==> src/rtl/uart_pkg.sv <==
`default_nettype none
// ============================================================================
//  Module      : uart_pkg
//  Description : Line-configuration encodings, receive/transmit FSM state
//                codes and the data-width decode helper shared by the UART
//                RX and TX controllers.
//  Revision    : 1.0  initial release
// ============================================================================
package uart_pkg;

    // Data-width select encodings (number of data bits per frame)
    localparam logic [1:0] c_width_5 = 2'b00;
    localparam logic [1:0] c_width_6 = 2'b01;
    localparam logic [1:0] c_width_7 = 2'b10;
    localparam logic [1:0] c_width_8 = 2'b11;

    // Parity select encodings; 2'b01 is an alias for "no parity"
    localparam logic [1:0] c_par_none     = 2'b00;
    localparam logic [1:0] c_par_none_alt = 2'b01;
    localparam logic [1:0] c_par_odd      = 2'b10;
    localparam logic [1:0] c_par_even     = 2'b11;

    // Stop-bit select encodings
    localparam logic c_stop_one = 1'b0;
    localparam logic c_stop_two = 1'b1;

    // Receiver FSM state codes
    localparam logic [2:0] c_st_idle       = 3'd0;
    localparam logic [2:0] c_st_start      = 3'd1;
    localparam logic [2:0] c_st_data       = 3'd2;
    localparam logic [2:0] c_st_parity     = 3'd3;
    localparam logic [2:0] c_st_stop       = 3'd4;
    localparam logic [2:0] c_st_commit     = 3'd5;
    localparam logic [2:0] c_st_break_wait = 3'd6;

    // Encoded width select -> number of data bits (5..8)
    function automatic logic [3:0] width_decode(input logic [1:0] enc);
        return 4'd5 + {2'b00, enc};
    endfunction

endpackage
`default_nettype wire

==> src/rtl/uart_rx_controller_if.sv <==
`default_nettype none
// ============================================================================
//  Module      : uart_rx_controller_if
//  Description : Line-config bus and RX FIFO write port between the UART
//                receive engine (slave) and its host/FIFO side (master).
//  Revision    : 1.0  initial release
// ============================================================================
interface uart_rx_controller_if #(
    parameter int DATA_WIDTH          = 8,
    parameter int DATA_WIDTH_OPTION_W = 2,
    parameter int PARITY_OPTION_W     = 2,
    parameter int STOP_BIT_OPTION_W   = 1
);
    // Line configuration, shared with the TX side
    logic [DATA_WIDTH_OPTION_W-1:0] data_width_option;
    logic [PARITY_OPTION_W-1:0]     parity_option;
    logic [STOP_BIT_OPTION_W-1:0]   stop_bit_option;

    // FIFO write port and status strobes
    logic                           fifo_full;
    logic [DATA_WIDTH-1:0]          data_out;
    logic                           fifo_wr;
    logic                           parity_error;
    logic                           frame_error;
    logic                           overrun_error;
    logic                           rx_busy;

    modport master (
        output data_width_option, parity_option, stop_bit_option, fifo_full,
        input  data_out, fifo_wr, parity_error, frame_error, overrun_error, rx_busy
    );

    modport slave (
        input  data_width_option, parity_option, stop_bit_option, fifo_full,
        output data_out, fifo_wr, parity_error, frame_error, overrun_error, rx_busy
    );

endinterface
`default_nettype wire

==> src/rtl/uart_rx_sync.sv <==
`default_nettype none
// ============================================================================
//  Module      : uart_rx_sync
//  Description : Two-flop synchronizer for the asynchronous RX pad. Resets to
//                the idle (high) line level so no false start is seen after
//                reset.
//  Revision    : 1.0  initial release
// ============================================================================
module uart_rx_sync (
    input  wire logic clk,
    input  wire logic rst_n,
    input  wire logic rx_async,
    output logic      rx_sync
);

    logic r_meta;
    logic r_sync;

    // Two-stage resynchronisation of the pad into the clk domain
    always_ff @(posedge clk) begin
        if (!rst_n) begin
            r_meta <= 1'b1;
            r_sync <= 1'b1;
        end else begin
            r_meta <= rx_async;
            r_sync <= r_meta;
        end
    end

    assign rx_sync = r_sync;

endmodule
`default_nettype wire

==> src/rtl/uart_rx_controller.sv <==
`default_nettype none
// ============================================================================
//  Module      : uart_rx_controller
//  Description : UART receive engine. Oversamples the synchronised RX line
//                on baud_tick_en, de-frames start/data/parity/stop and writes
//                each good word into the RX FIFO with a one-cycle strobe.
//  Revision    : 1.0  initial release
// ============================================================================
module uart_rx_controller
    import uart_pkg::*;
#(
    parameter int DATA_WIDTH          = 8,
    parameter int OVERSAMPLE          = 16,
    parameter int DATA_WIDTH_OPTION_W = 2,
    parameter int PARITY_OPTION_W     = 2,
    parameter int STOP_BIT_OPTION_W   = 1
) (
    input  wire logic             clk,
    input  wire logic             rst_n,
    input  wire logic             RX,
    input  wire logic             baud_tick_en,
    uart_rx_controller_if.slave   bus
);

    localparam int c_tick_w = $clog2(OVERSAMPLE);
    localparam int c_bit_w  = $clog2(DATA_WIDTH);

    // Tick counts at which the start bit and the following bits are sampled
    localparam logic [c_tick_w-1:0] c_half_m1 = c_tick_w'(OVERSAMPLE / 2 - 1);
    localparam logic [c_tick_w-1:0] c_full_m1 = c_tick_w'(OVERSAMPLE - 1);
    localparam logic [3:0]          c_dw      = 4'(DATA_WIDTH);

    logic                  w_rx_s;

    logic [2:0]            r_state;
    logic [c_tick_w-1:0]   r_tick_cnt;
    logic [c_bit_w-1:0]    r_bit_cnt;
    logic [DATA_WIDTH-1:0] r_shift;
    logic [DATA_WIDTH-1:0] r_data;
    logic [3:0]            r_width;
    logic                  r_par_en;
    logic                  r_par_odd;
    logic                  r_stop_left;
    logic                  r_perr;
    logic                  r_ferr;
    logic                  r_busy;

    logic [DATA_WIDTH-1:0] r_data_out;
    logic                  r_fifo_wr;
    logic                  r_perr_pulse;
    logic                  r_ferr_pulse;
    logic                  r_ovr_pulse;

    logic [DATA_WIDTH-1:0] w_shift_next;
    logic [3:0]            w_shamt;
    logic [DATA_WIDTH-1:0] w_aligned;
    logic                  w_par_expect;

    uart_rx_sync u_sync (
        .clk      (clk),
        .rst_n    (rst_n),
        .rx_async (RX),
        .rx_sync  (w_rx_s)
    );

    // Bits arrive LSB first and are shifted in at the MSB end; once the
    // last bit is in, the word is shifted down so it sits LSB-aligned with
    // zeros above it (the shift register starts cleared each frame).
    assign w_shift_next = {w_rx_s, r_shift[DATA_WIDTH-1:1]};
    assign w_shamt      = c_dw - r_width;
    assign w_aligned    = w_shift_next >> w_shamt;

    // Expected parity bit: odd makes the total count of ones odd
    assign w_par_expect = r_par_odd ? ~(^r_data) : (^r_data);

    // Frame sequencer: start qualification, bit sampling and frame tracking
    always_ff @(posedge clk) begin
        if (!rst_n) begin
            r_state     <= c_st_idle;
            r_tick_cnt  <= '0;
            r_bit_cnt   <= '0;
            r_shift     <= '0;
            r_data      <= '0;
            r_width     <= '0;
            r_par_en    <= 1'b0;
            r_par_odd   <= 1'b0;
            r_stop_left <= 1'b0;
            r_perr      <= 1'b0;
            r_ferr      <= 1'b0;
            r_busy      <= 1'b0;
        end else begin
            case (r_state)
                c_st_idle: begin
                    if (baud_tick_en && !w_rx_s) begin
                        r_state    <= c_st_start;
                        r_tick_cnt <= '0;
                    end
                end

                c_st_start: begin
                    if (baud_tick_en) begin
                        if (r_tick_cnt == c_half_m1) begin
                            r_tick_cnt <= '0;
                            if (!w_rx_s) begin
                                // Real start bit: freeze the line config for this frame
                                r_state     <= c_st_data;
                                r_busy      <= 1'b1;
                                r_width     <= width_decode(bus.data_width_option);
                                r_bit_cnt   <= c_bit_w'(width_decode(bus.data_width_option) - 4'd1);
                                r_par_en    <= bus.parity_option[1];
                                r_par_odd   <= (bus.parity_option == c_par_odd);
                                r_stop_left <= (bus.stop_bit_option[0] == c_stop_two);
                                r_shift     <= '0;
                                r_perr      <= 1'b0;
                                r_ferr      <= 1'b0;
                            end else begin
                                // Line back high at mid-start: a glitch, ignore it
                                r_state <= c_st_idle;
                            end
                        end else begin
                            r_tick_cnt <= r_tick_cnt + 1'b1;
                        end
                    end
                end

                c_st_data: begin
                    if (baud_tick_en) begin
                        if (r_tick_cnt == c_full_m1) begin
                            r_tick_cnt <= '0;
                            r_shift    <= w_shift_next;
                            if (r_bit_cnt == '0) begin
                                r_data  <= w_aligned;
                                r_state <= r_par_en ? c_st_parity : c_st_stop;
                            end else begin
                                r_bit_cnt <= r_bit_cnt - 1'b1;
                            end
                        end else begin
                            r_tick_cnt <= r_tick_cnt + 1'b1;
                        end
                    end
                end

                c_st_parity: begin
                    if (baud_tick_en) begin
                        if (r_tick_cnt == c_full_m1) begin
                            r_tick_cnt <= '0;
                            r_perr     <= (w_rx_s != w_par_expect);
                            r_state    <= c_st_stop;
                        end else begin
                            r_tick_cnt <= r_tick_cnt + 1'b1;
                        end
                    end
                end

                c_st_stop: begin
                    if (baud_tick_en) begin
                        if (r_tick_cnt == c_full_m1) begin
                            r_tick_cnt <= '0;
                            if (!w_rx_s) begin
                                // A low stop bit ends the frame; later stop bits are not examined
                                r_ferr  <= 1'b1;
                                r_state <= c_st_commit;
                            end else if (r_stop_left) begin
                                r_stop_left <= 1'b0;
                            end else begin
                                r_state <= c_st_commit;
                            end
                        end else begin
                            r_tick_cnt <= r_tick_cnt + 1'b1;
                        end
                    end
                end

                c_st_commit: begin
                    r_busy  <= 1'b0;
                    r_state <= r_ferr ? c_st_break_wait : c_st_idle;
                end

                c_st_break_wait: begin
                    // A line held low (break) must return high before a new start is hunted
                    if (w_rx_s) begin
                        r_state <= c_st_idle;
                    end
                end

                default: begin
                    r_state <= c_st_idle;
                end
            endcase
        end
    end

    // Commit stage: write the word or raise exactly one error strobe
    always_ff @(posedge clk) begin
        if (!rst_n) begin
            r_data_out   <= '0;
            r_fifo_wr    <= 1'b0;
            r_perr_pulse <= 1'b0;
            r_ferr_pulse <= 1'b0;
            r_ovr_pulse  <= 1'b0;
        end else begin
            r_fifo_wr    <= 1'b0;
            r_perr_pulse <= 1'b0;
            r_ferr_pulse <= 1'b0;
            r_ovr_pulse  <= 1'b0;
            if (r_state == c_st_commit) begin
                if (r_ferr) begin
                    r_ferr_pulse <= 1'b1;
                end else if (bus.fifo_full) begin
                    r_ovr_pulse <= 1'b1;
                end else begin
                    // A parity error still delivers the word, flagged alongside it
                    r_fifo_wr    <= 1'b1;
                    r_data_out   <= r_data;
                    r_perr_pulse <= r_perr;
                end
            end
        end
    end

    assign bus.data_out      = r_data_out;
    assign bus.fifo_wr       = r_fifo_wr;
    assign bus.parity_error  = r_perr_pulse;
    assign bus.frame_error   = r_ferr_pulse;
    assign bus.overrun_error = r_ovr_pulse;
    assign bus.rx_busy       = r_busy;

endmodule
`default_nettype wire
==> src/flat_wrapper.sv <==
// flat-port wrapper written by rule: the top's interface ports become plain ports
module uart_rx_controller_flat import uart_pkg::*;
#(
    parameter int DATA_WIDTH          = 8,
    parameter int OVERSAMPLE          = 16,
    parameter int DATA_WIDTH_OPTION_W = 2,
    parameter int PARITY_OPTION_W     = 2,
    parameter int STOP_BIT_OPTION_W   = 1
)
  (clk, rst_n, RX, baud_tick_en, bus_data_width_option, bus_parity_option, bus_stop_bit_option, bus_fifo_full, bus_data_out, bus_fifo_wr, bus_parity_error, bus_frame_error, bus_overrun_error, bus_rx_busy);
  uart_rx_controller_if #(.DATA_WIDTH(DATA_WIDTH), .DATA_WIDTH_OPTION_W(DATA_WIDTH_OPTION_W), .PARITY_OPTION_W(PARITY_OPTION_W), .STOP_BIT_OPTION_W(STOP_BIT_OPTION_W)) bus_i ();
  input  wire logic clk;
  input  wire logic rst_n;
  input  wire logic RX;
  input  wire logic baud_tick_en;
  input wire logic [$bits(bus_i.data_width_option)-1:0] bus_data_width_option;
  input wire logic [$bits(bus_i.parity_option)-1:0] bus_parity_option;
  input wire logic [$bits(bus_i.stop_bit_option)-1:0] bus_stop_bit_option;
  input wire logic [$bits(bus_i.fifo_full)-1:0] bus_fifo_full;
  output wire logic [$bits(bus_i.data_out)-1:0] bus_data_out;
  output wire logic [$bits(bus_i.fifo_wr)-1:0] bus_fifo_wr;
  output wire logic [$bits(bus_i.parity_error)-1:0] bus_parity_error;
  output wire logic [$bits(bus_i.frame_error)-1:0] bus_frame_error;
  output wire logic [$bits(bus_i.overrun_error)-1:0] bus_overrun_error;
  output wire logic [$bits(bus_i.rx_busy)-1:0] bus_rx_busy;
  assign bus_i.data_width_option = bus_data_width_option;
  assign bus_i.parity_option = bus_parity_option;
  assign bus_i.stop_bit_option = bus_stop_bit_option;
  assign bus_i.fifo_full = bus_fifo_full;
  assign bus_data_out = bus_i.data_out;
  assign bus_fifo_wr = bus_i.fifo_wr;
  assign bus_parity_error = bus_i.parity_error;
  assign bus_frame_error = bus_i.frame_error;
  assign bus_overrun_error = bus_i.overrun_error;
  assign bus_rx_busy = bus_i.rx_busy;
  uart_rx_controller #(.DATA_WIDTH(DATA_WIDTH), .OVERSAMPLE(OVERSAMPLE), .DATA_WIDTH_OPTION_W(DATA_WIDTH_OPTION_W), .PARITY_OPTION_W(PARITY_OPTION_W), .STOP_BIT_OPTION_W(STOP_BIT_OPTION_W)) u_core (.clk(clk), .rst_n(rst_n), .RX(RX), .baud_tick_en(baud_tick_en), .bus(bus_i));
endmodule
==> config.mk <==
export PLATFORM = sky130hd
export DESIGN_NAME = uart_rx_controller_flat
export DESIGN_NICKNAME = d
export VERILOG_FILES = /design/src/rtl/uart_pkg.sv /design/src/rtl/uart_rx_controller_if.sv /design/src/rtl/uart_rx_sync.sv /design/src/rtl/uart_rx_controller.sv /design/src/flat_wrapper.sv
export SDC_FILE = /design/constraint.sdc
export NUM_CORES = 1
export LEC_CHECK = 0
export ABC_AREA = 0
export CAP_MARGIN = 40
export CORE_ASPECT_RATIO = 1.1
export CORE_MARGIN = 3
export CORE_UTILIZATION = 57
export DETAILED_ROUTE_END_ITERATION = 12
export PLACE_DENSITY = 0.77
export SYNTH_ARGS = -nofsm -noshare
export SYNTH_HDL_FRONTEND = slang
export SYNTH_SLANG_ARGS = --single-unit
==> constraint.sdc <==
create_clock -name clk -period 3.05 [get_ports clk]
set_clock_uncertainty 0.15 [all_clocks]
set_input_delay 0.61 -clock clk [delete_from_list [all_inputs] [get_ports clk]]
set_output_delay 0.61 -clock clk [all_outputs]
set_load 0.1 [all_outputs]
* Word-level counts from Yosys, hierarchy flattened
Cells that the tools add are included.
** Word-level totals
- Register bits :: 50
- Bits of input ports :: 10
- Output and inout bits :: 13
** Cells by class
- Add/sub/neg operators :: 5
- Equal/unequal tests :: 27
- Shifts and indexed selects :: 1
- Muxes and demuxes :: 60
- Bitwise logic cells :: 6
- Reductions and logical operators :: 25
** Operator list (count)
- $mux W3 :: 21
- $mux W8 :: 5
- $pmux W3 S7 :: 1
- $reduce_and A7 Y1 :: 3
- $mux W1 :: 20
- $mux W4 :: 5
- $ne A2 B2 Y1 const B :: 9
- $pmux W8 S2 :: 1
- $reduce_and A4 Y1 :: 4
- $ne A2 B1 Y1 const B :: 7
- $pmux W4 S3 :: 1
- $reduce_and A12 Y1 :: 1
- $reduce_and A6 Y1 :: 2
- $eq A3 B3 Y1 const B :: 3
- $pmux W1 S2 :: 4
- $reduce_bool A2 Y1 :: 4
- $reduce_xor A8 Y1 :: 1
- $shr A8 B4 Y8 :: 1
- $eq A3 B2 Y1 const B :: 2
- $logic_not A3 Y1 :: 2
- $not A1 Y1 :: 6
- $pmux W3 S2 :: 1
- $reduce_or A3 Y1 :: 2
- $sub A3 B1 Y3 const B :: 2
- other kinds (16) :: 16

* Logic depth before layout (Yosys ltp)
- Depth after elaboration :: 7
- Mapped depth :: 10
- Depth with buffers taken out :: 8

* Modules after synthesis
A second synthesis with hierarchy kept.
** Unflattened totals
- Cells, all modules :: 304
- Area, all modules :: 2602.5 µm²
** Modules (own cells, without submodules)
- uart_rx_controller :: instances 1, cells an instance 300, area each 2549.9 µm², sequential area each 940.9 µm²
- uart_rx_sync :: instances 1, cells an instance 4, area each 52.6 µm², sequential area each 40.0 µm²

* Worst setup path before layout
No wires, ideal clock.
- Kind :: flip-flop to flip-flop
- Start :: register u_core.r_width[0]
- End :: register u_core.r_data[1]
- Data arrival time :: 2209 ps
- Data required time :: 2781 ps
- Path slack :: 572 ps
- Cell stages (with the launch flop) :: 11
- Buffers on the path :: 3
- Clock period less this slack :: 2478 ps
- Cells stage by stage :: dfxtp_1 > clkbuf_1 > buf_2 > inv_1 > ha_1 > clkbuf_1 > mux2i_1 > o22ai_1 > mux2_2 > a22oi_1 > nor2b_1
** On the way
- Longest elaborated chain between the ends :: 2
** RTL lines
- start: declaration :: line uart_rx_controller.sv:40 : logic [3:0] r_width;
- start signal: assignment :: line uart_rx_controller.sv:108 : r_width <= width_decode(bus.data_width_option);
- $sub A4 B4 Y4 :: line uart_rx_controller.sv:70 : assign w_shamt = c_dw - r_width;
- $shr A8 B4 Y8 :: line uart_rx_controller.sv:71 : assign w_aligned = w_shift_next >> w_shamt;
- end signal: assignment :: line uart_rx_controller.sv:132 : r_data <= w_aligned;
- end: declaration :: line uart_rx_controller.sv:39 : logic [DATA_WIDTH-1:0] r_data;
Every way passes these cells.
A chain may end at the register's enable or synchronous reset.

* Final worst setup path
- Start :: register u_core.r_state[2]
- End :: register u_core.r_bit_cnt[2]
** On the way
- Longest elaborated chain between the ends :: 3
- Elaborated cells between the ends (all ways) :: 11
- Those cells by class :: eq/ne: 8; mux: 1; reduce/logical: 2
** RTL lines
- start: declaration :: line uart_rx_controller.sv:35 : logic [2:0] r_state;
- start signal: assignment :: line uart_rx_controller.sv:79 : r_state <= c_st_idle;
- start signal: assignment :: line uart_rx_controller.sv:95 : r_state <= c_st_start;
- start signal: assignment :: line uart_rx_controller.sv:106 : r_state <= c_st_data;
- $eq A3 B2 Y1 or $eq A3 B1 Y1 (tied branches) :: line uart_rx_controller.sv:92 : case (r_state)
- $ne A2 B2 Y1 (no source line) (tied with other cells)
- $reduce_and A7 Y1 (no source line)
- end signal: assignment :: line uart_rx_controller.sv:109 : r_bit_cnt <= c_bit_w'(width_decode(bus.data_width_option) - 4'd1);
- end signal: assignment :: line uart_rx_controller.sv:135 : r_bit_cnt <= r_bit_cnt - 1'b1;
- end: declaration :: line uart_rx_controller.sv:37 : logic [c_bit_w-1:0] r_bit_cnt;
Several ways; a longest one is shown, not always the timed one.

==> results.json <==
{
  "fin_crit_ns": 2.32,
  "hold_viol": 0,
  "cts_tree": "built",
  "whs_ns": 0.278,
  "tightest_slew_ns": 0.816,
  "placedCellCount": 360,
  "avgSynthCellArea_sq_um": 8.81,
  "cp_num_cells": 8,
  "grt_max_degree": 27,
  "yosys_register_bits": 49,
  "track_usage_pct": 19.1,
  "final.setup.tns_ns": 0,
  "ff2ff_path_depth": 8,
  "use_met1_pct": 25.5,
  "synthTopCellsByArea": "dfxtp_1 37%, nand2_1 6.0%, a21boi_0 4.3%, a21boi_1 3.7%, nand2b_1 3.1%",
  "grt_overflow_total": 0,
  "netlist.area_leader.share_pct": 37.2,
  "critPathRequiredTime_ns": 3.10,
  "fp.dieH_um": 77.3,
  "antenna_found_initial": 0,
  "hold_buffers": 0,
  "slew_headroom_pct": 45.5,
  "status": "completed",
  "synthArstFlopShare_pct": 0,
  "fp.coreArea_sq_um": 4380,
  "syn_nets": 313,
  "synth_top_area_cell": "dfxtp_1",
  "core.rowCount": 25,
  "crit_type": "reg2reg",
  "ant_nets": 0,
  "cts_htree_levels": 2,
  "clock_path_buffers": 2,
  "cts_setup_buffers": 0,
  "setup_viol": 0,
  "crit_arrival_ns": 2.37,
  "use_met2_pct": 31.2,
  "io_pins": 23,
  "slew_violations": 0,
  "start_util_pct": 60.1,
  "cp-end-kind": "register",
  "ir_drop_mv": 0.266,
  "ys.flop_type": "dfxtp_1",
  "hold_depth": 1,
  "synth_edf_count": 0,
  "yosysWarnings": 0,
  "cts_resized": 0,
  "drt_first_iter_violations": 104,
  "p_leak_nw": 1.02,
  "die_w_um": 70.8,
  "synthCells": 299,
  "fin_cells": 368,
  "setup.worst_path.start_class": "register",
  "place.gp.congestion": 0.849,
  "floorplan.die_area_sq_um": 5470,
  "min_period_over_period_pct": 76.0,
  "diodes": 0,
  "drc": 0,
  "cp_max_fo": 22,
  "final_nets": 327,
  "max_stage_delay_ns": 0.52,
  "synth_cell_types": 52,
  "total_power_mw": 1.45,
  "crit_slowest_cell": "dfxtp_1",
  "wl_per_cell_um": 13.4,
  "syn_area_sq_um": 2630,
  "ys_seq_area_share_pct": 37.2,
  "fmax_mhz": 431,
  "clk_latency_ns": 0.30,
  "worstHoldStart": "u_core.u_sync.r_meta$_SDFF_PN1_",
  "via_per_inst": 5.66,
  "crit_chain": "nor3b_2 > buf_4 > mux2i_1 > ha_1 > xor2_1 > o21ai_0 > a22oi_1 > nor2b_1",
  "routed_wl_um": 4950,
  "timing.max_cap.violations": 0,
  "drive_gt1_share_pct": 13.7,
  "via_count": 2084,
  "min_path_type": "reg2reg",
  "power_density_nw_per_um2": 496,
  "busiest_layer": "met2",
  "rsz0062_at_grt": "no",
  "grt_use_met3_pct": 3.54,
  "ctsRootBufferMaster": "clkbuf_8",
  "firstDrtPassIters": 5,
  "clkTransAtPathRegs_ns": 0.09,
  "cp_top_family": "flip-flops",
  "grt_pass1_vias": 1918,
  "crit_buf_inv": 1,
  "grt_first_pass_wirelength_um": 8610,
  "r2r_start": "u_core.r_state[2]$_SDFFE_PN0P_",
  "clkSinkCount": 49,
  "numPortBuffers": 22,
  "cts_made_buffers": 5,
  "area_delta_synth_final_pct": 10.7,
  "hpwl_um": 3520,
  "crit_path_start": "u_core.r_state[2]$_SDFFE_PN0P_"
}
==> per-stage QoR <==
stage / utilization (%) / cell area [sq um] / worst slack (ns)
floorplan: - / 2630 / 0.572
global placement: 64.6 / 2830 / 0.497
detailed placement: 64.6 / 2830 / 0.445
CTS: 66.6 / 2920 / 0.742
global route: 66.6 / 2920 / 0.449
finish: 66.6 / 2920 / 0.731
==> power by group <==
part / switching [mW] / internal [mW] / leakage [nW] / total (mW)
Combinational: 0.188 / 0.164 / 0.583 / 0.353
Clock: 0.218 / 0.162 / 0.0374 / 0.380
Sequential: 0.0544 / 0.658 / 0.395 / 0.713
==> cells in the mapped netlist (7+ instances only) <==
library cell	number
nand2b_1	13
nor2b_1	13
nand2_1	42
a21boi_1	13
o21ai_0	11
a22oi_1	9
clkbuf_1	12
dfxtp_1	49
a21boi_0	15
a21oi_1	7
nor2_1	8
nand3_1	13
xnor2_1	8
==> logic make-up (layout without fill, tap and decap cells) <==
logic type      after synthesis  count (layout)  synth area share, %
compound gates               76              76                 20.8
xor+xnor                     12              12                 4.51
fa+ha+maj                     4               4                 1.90
buf+inv                      26              41                 4.56
flops                        49              49                 37.2
mux                          10              10                 5.37
simple gates                122             122                 25.7
==> final cells by class <==
cell class                 count  area, sq um
fill                         387         1460
clock inverter                 2         15.0
sequential                    49          981
tap                           54         67.6
multi-input combinational    224         1530
timing repair buffer          27          225
inverter                       6         22.5
clock buffer                   6         72.6
==> registers in the layout (all words and copies together), names as in the netlist, 3 cells and up <==
register	flops
u_core.bus.data_out	8
u_core.r_data	8
u_core.r_state	3
u_core.r_bit_cnt	3
u_core.r_tick_cnt	4
u_core.r_width	4
u_core.r_shift	7
==> path summary, 6_finish.rpt <==
check                                     end  slack [ns]
max          u_core.r_bit_cnt[2]$_SDFFE_PN0P_        0.73
min          u_core.u_sync.rx_sync$_SDFF_PN1_        0.28
max reg2reg  u_core.r_bit_cnt[2]$_SDFFE_PN0P_        0.73
min reg2reg  u_core.u_sync.rx_sync$_SDFF_PN1_        0.28
==> per-layer routing <==
layer | up-vias | routed length, um
met5 | - | 0
met4 | 0 | 57
met3 | 5 | 215
met2 | 36 | 2170
met1 | 961 | 2500
li1 | 1082 | -
==> layout by cell type (no fill, tap or decap), types with 3 or more instances in the layout <==
| cell type | count |
|---|---|
| o211a_1 | 4 |
| nor3b_1 | 3 |
| a21boi_0 | 15 |
| mux2i_1 | 4 |
| nor3_1 | 3 |
| and3_1 | 3 |
| clkbuf_8 | 5 |
| a21boi_1 | 13 |
| a22oi_1 | 9 |
| dfxtp_1 | 49 |
| ha_1 | 4 |
| nand3b_1 | 3 |
| or3_1 | 5 |
| nand2_1 | 42 |
| inv_1 | 6 |
| nand2b_1 | 13 |
| clkdlybuf4s50_1 | 9 |
| nand3_1 | 13 |
| xnor2_1 | 8 |
| buf_4 | 18 |
| nor2_1 | 8 |
| mux2_2 | 3 |
| xor2_1 | 3 |
| o21ai_0 | 11 |
| nor2b_1 | 13 |
| a21oi_1 | 7 |
| mux4_2 | 3 |
(Power assumes the default switching activity.)
